[src/rtl/div_arbiter.sv]
// Two-requester round-robin front end for a single shared divider.
// Latches the winner's operands, strobes the divider, then returns result flags with a watchdog fallback.
module div_arbiter #(
    parameter int DW  = 10,
    parameter int TMO = 64
) (
    input  logic          clk,
    input  logic          rst,
    input  logic          req0,
    input  logic          req1,
    input  logic [DW-1:0] a0,
    input  logic [DW-1:0] b0,
    input  logic [DW-1:0] a1,
    input  logic [DW-1:0] b1,
    output logic          gnt0,
    output logic          gnt1,
    output logic          done0,
    output logic          done1,
    output logic [DW-1:0] res_q,
    output logic          res_dvz,
    output logic          res_ovf,
    output logic          res_tmo,
    output logic          arb_busy,
    output logic          div_start,
    output logic [DW-1:0] div_a,
    output logic [DW-1:0] div_b,
    input  logic [DW-1:0] div_q,
    input  logic          div_valid,
    input  logic          div_dvz,
    input  logic          div_ovf
);

    typedef enum logic [1:0] {
        S_IDLE  = 2'd0,
        S_ISSUE = 2'd1,
        S_WAIT  = 2'd2,
        S_RESP  = 2'd3
    } state_t;

    // Counter value seen during the last permitted WAIT cycle (counter starts at 0 in WAIT cycle 1).
    localparam logic [7:0] TMO_LAST = 8'(TMO - 1);

    state_t      r_state;
    state_t      w_next;
    logic        r_owner;
    logic        r_ptr;
    logic [7:0]  r_cnt;
    logic        w_any_req;
    logic        w_winner;
    logic        w_cmpl;
    logic        w_tmo;

    assign w_any_req = req0 | req1;
    // On contention the requester not served last wins; a lone request always wins.
    assign w_winner  = (req0 & req1) ? ~r_ptr : req1;
    assign w_cmpl    = div_valid | div_dvz | div_ovf;
    assign w_tmo     = (r_cnt == TMO_LAST);

    // State register.
    always_ff @(posedge clk or negedge rst) begin
        if (!rst) begin
            r_state <= S_IDLE;
        end else begin
            r_state <= w_next;
        end
    end

    // Next-state decode.
    always_comb begin
        w_next = r_state;
        case (r_state)
            S_IDLE: begin
                if (w_any_req) begin
                    w_next = S_ISSUE;
                end else begin
                    w_next = S_IDLE;
                end
            end
            S_ISSUE: w_next = S_WAIT;
            S_WAIT: begin
                if (w_cmpl || w_tmo) begin
                    w_next = S_RESP;
                end else begin
                    w_next = S_WAIT;
                end
            end
            S_RESP:  w_next = S_IDLE;
            default: w_next = S_IDLE;
        endcase
    end

    // Output decode from state and the registered owner only.
    always_comb begin
        gnt0      = 1'b0;
        gnt1      = 1'b0;
        done0     = 1'b0;
        done1     = 1'b0;
        div_start = 1'b0;
        arb_busy  = (r_state != S_IDLE);
        case (r_state)
            S_ISSUE: begin
                div_start = 1'b1;
                gnt0      = ~r_owner;
                gnt1      = r_owner;
            end
            S_RESP: begin
                done0 = ~r_owner;
                done1 = r_owner;
            end
            default: begin
                div_start = 1'b0;
            end
        endcase
    end

    // Datapath: operand latch, owner/pointer, watchdog counter and result capture.
    always_ff @(posedge clk or negedge rst) begin
        if (!rst) begin
            r_owner <= 1'b0;
            r_ptr   <= 1'b1;
            r_cnt   <= 8'd0;
            div_a   <= {DW{1'b0}};
            div_b   <= {DW{1'b0}};
            res_q   <= {DW{1'b0}};
            res_dvz <= 1'b0;
            res_ovf <= 1'b0;
            res_tmo <= 1'b0;
        end else begin
            case (r_state)
                S_IDLE: begin
                    if (w_any_req) begin
                        r_owner <= w_winner;
                        div_a   <= w_winner ? a1 : a0;
                        div_b   <= w_winner ? b1 : b0;
                    end
                end
                S_ISSUE: begin
                    r_cnt <= 8'd0;
                end
                S_WAIT: begin
                    r_cnt <= r_cnt + 8'd1;
                    // A completion in the timeout cycle takes precedence over the watchdog.
                    if (w_cmpl) begin
                        res_q   <= div_q;
                        res_dvz <= div_dvz;
                        res_ovf <= div_ovf;
                        res_tmo <= 1'b0;
                    end else if (w_tmo) begin
                        res_dvz <= 1'b0;
                        res_ovf <= 1'b0;
                        res_tmo <= 1'b1;
                    end
                end
                S_RESP: begin
                    r_ptr <= r_owner;
                end
                default: begin
                    r_ptr <= r_ptr;
                end
            endcase
        end
    end

endmodule
[config.mk]
export PLATFORM = sky130hd
export DESIGN_NAME = div_arbiter
export DESIGN_NICKNAME = d
export VERILOG_FILES = /design/src/rtl/div_arbiter.sv
export SDC_FILE = /design/constraint.sdc
export NUM_CORES = 1
export LEC_CHECK = 0
export ABC_CLOCK_PERIOD_IN_PS = 4600
export CELL_PAD_IN_SITES_DETAIL_PLACEMENT = 1
export CELL_PAD_IN_SITES_GLOBAL_PLACEMENT = 1
export CORE_UTILIZATION = 50
export CTS_CLUSTER_SIZE = 40
export DETAILED_ROUTE_END_ITERATION = 7
export DONT_BUFFER_PORTS = 1
export PLACE_DENSITY_LB_ADDON = 0.1
export SLEW_MARGIN = 15
export SYNTH_ARGS = -nofsm -noshare
export SYNTH_HDL_FRONTEND = slang
export SYNTH_SLANG_ARGS = --single-unit
[constraint.sdc]
create_clock -name clk -period 4.6 [get_ports clk]
set_input_delay 0.92 -clock clk [delete_from_list [all_inputs] [get_ports clk]]
set_output_delay 0.92 -clock clk [all_outputs]
set_load 0.02 [all_outputs]
==> flow_summary.toml <==
[timing]
slew_violations = 0
layout_setup_ws_ps = 2190
maxSlewHeadroom_pct = 37.7
timing.final.crit_period_ps = 2410
rsz0062_at_grt = "false"
tns_ps = 0
hold_slack_ps = 300
clock_skew_ps = 5.85
clock.fmax_mhz = 415
tightest_slew_ps = 930
post-route-period-util_pct = 52.4
final_hold_viol_count = 0
setup_violations = 0

[routing]
drc_errors = 0
wire_per_inst_um = 18.8
finalWirelength_um = 4410
routed-via-count = 1375
drt-met1-wl_um = 1590
routed-wl-met2_um = 2420
highest_layer = "met4"
dr_wl_met3_um = 307
firstDrtPassIters = 4
via_per_inst = 5.88
first_iter_violations = 78
ant_nets = 0

[global_route]
grt_overflow = 0
grt_max_degree = 46
grt_first_pass_wirelength_um = 6710
grt_pass1_vias = 1387
grt_usage_pct = 21.1
grt_antenna_before_repair = 0

[synth]
synthArstFlopShare_pct = 100
synthCells = 183
synth.distinct_cells = 34
ys_seq_area_share_pct = 53.7
synth.area.top_cells = "dfrtp_1 52%, mux2i_1 10%, mux2_2 5.9%"
synth_top_area_share_pct = 52.4
synth_edf_count = 0
synth_area_um2 = 2100
synthTopCellsByCount = "44 x dfrtp_1, 23 x nand2_1, 22 x mux2i_1, 13 x o21ai_0, 12 x o21ai_1"
ys_seq_elements = 45
ys.flop_type = "dfrtp_1"
yosys.area.top_type = "dfrtp_1"
yosysWarnings = 0
syn_nets = 245
synth.most_common_cell = "dfrtp_1"
syn_area_per_cell_um2 = 11.5

[min_path]
hold_path_class = "in2async"

[clocking]
max-clock-path-buffers = 2
cts_tree = "built"
clk_pin_slew_ps = 90
htreeDepth = 2
cts_buffers = 5
postCtsHoldBufs = 0
ctsResizeCount = 0
clock_latency_ps = 300
post_cts_buffers = 0
cts_sinks = 45
cts-root-buf = "clkbuf_8"

[power]
ir_drop_mv = 0.306
power.total_mw = 1.59
powerDensity_nw_per_um2 = 716
p_leak_nw = 0.989

[placement]
gp_congestion = 0.777
dp.final_hpwl_um = 3340
dpl.cell_count = 226
pre_cts_ws_ps = 2130
dpl-instance-area_um2 = 2130
portBuffers = 0

[layout]
fill_cells = 426
fin_util_pct = 55.0
multi_input_area_um2 = 892
syn2layout_area_growth_pct = 5.60
fin_cells = 234
layout.nets = 245
seqCellArea_um2 = 1130
stdcell_area_um2 = 2220
layout-drive-gt1-share_pct = 16.3
diodes = 0

[worst_setup_path]
cp_max_fo = 3
startpoint_type = "register"
crit_slowest_cell = "dfrtp_1"
crit_required_ps = 3680
crit_path_end_kind = "primary output"
cp.arrival_ps = 1490
worstPathCellList = "inv_1 -> ha_1 -> nor2b_1"
slowest_delay_ps = 410
r2r_slack_ps = 2780
critPathKind = "reg2out"

[floorplan]
fp-row-count = 23
fp.dieW_um = 66.8
die_h_um = 66.8
start_util_pct = 52.1
fp.coreArea_um2 = 4030
pin_count = 96
fp.dieArea_um2 = 4460

[job]
cap_violations = 0

[status]
status = "finished clean"
[cells in the final DEF, fill, tap and decap left out, drive strengths merged, types with 3 or more instances in the layout]
cell	Yosys	layout
clkbuf	3	5
dfrtp	44	44
ha	5	5
inv	8	9
mux2	13	13
mux2i	22	22
nand2	23	23
nand3	4	4
o211ai	4	4
o21ai	25	25
or4	3	3
[worst max-delay path, delay by kind of cell (launching register included)]
kind / cells / cell delay [ps]
buf+inv: 1 / 80
simple gates: 1 / 400
flops: 1 / 410
fa+ha+maj: 1 / 300
[registers in the layout (all words and copies together), names as in the netlist]
register / cells
res_dvz: 1
r_owner: 1
div_a: 10
res_tmo: 1
r_cnt: 8
res_ovf: 1
r_ptr: 1
div_b: 10
r_state: 2
res_q: 10
[final cells by class]
type / instances / share of cell area [%]
sequential: 45 / 50.8
clock inverter: 3 / 0.959
timing repair buffer: 2 / 0.677
tap: 50 / 2.82
inverter: 8 / 1.35
clock buffer: 5 / 3.10
multi-input combinational: 121 / 40.2
[logic make-up after synthesis]
| logic type | count (synthesis) | synth area share [%] |
|---|---|---|
| DFF | 45 | 53.7 |
| and+or+nand+nor | 44 | 10.7 |
| AOI/OAI and AO/OA | 37 | 10.8 |
| muxes | 35 | 17.8 |
| adders and majority gates | 5 | 2.98 |
| buffers and inverters | 17 | 3.99 |
[where the power goes]
group / internal, mW / leakage, nW / total (mW) / switching [mW]
sequential: 0.564 / 0.559 / 0.862 / 0.298
clock: 0.108 / 0.0445 / 0.248 / 0.140
combinational: 0.210 / 0.386 / 0.478 / 0.268
[final timing paths]
| check | start | to | cells past startpoint |
|---|---|---|---|
| max | r_state[1] | gnt0 | 3 |
| min | rst | r_cnt[1] | 0 |
| max reg2reg | r_state[0] | r_cnt[5] | 5 |
| min reg2reg | r_cnt[0] | r_cnt[0] | 1 |
| max in group asynchronous | rst | r_ptr | 0 |
| min in group clk | r_cnt[0] | r_cnt[0] | 1 |
[layer usage]
layer,track usage [%],up-vias
li1,-,639
met1,22.4,677
met2,36.9,50
met3,7.88,9
met4,9.57,0
met5,0,-
(Power assumes the default switching activity.)
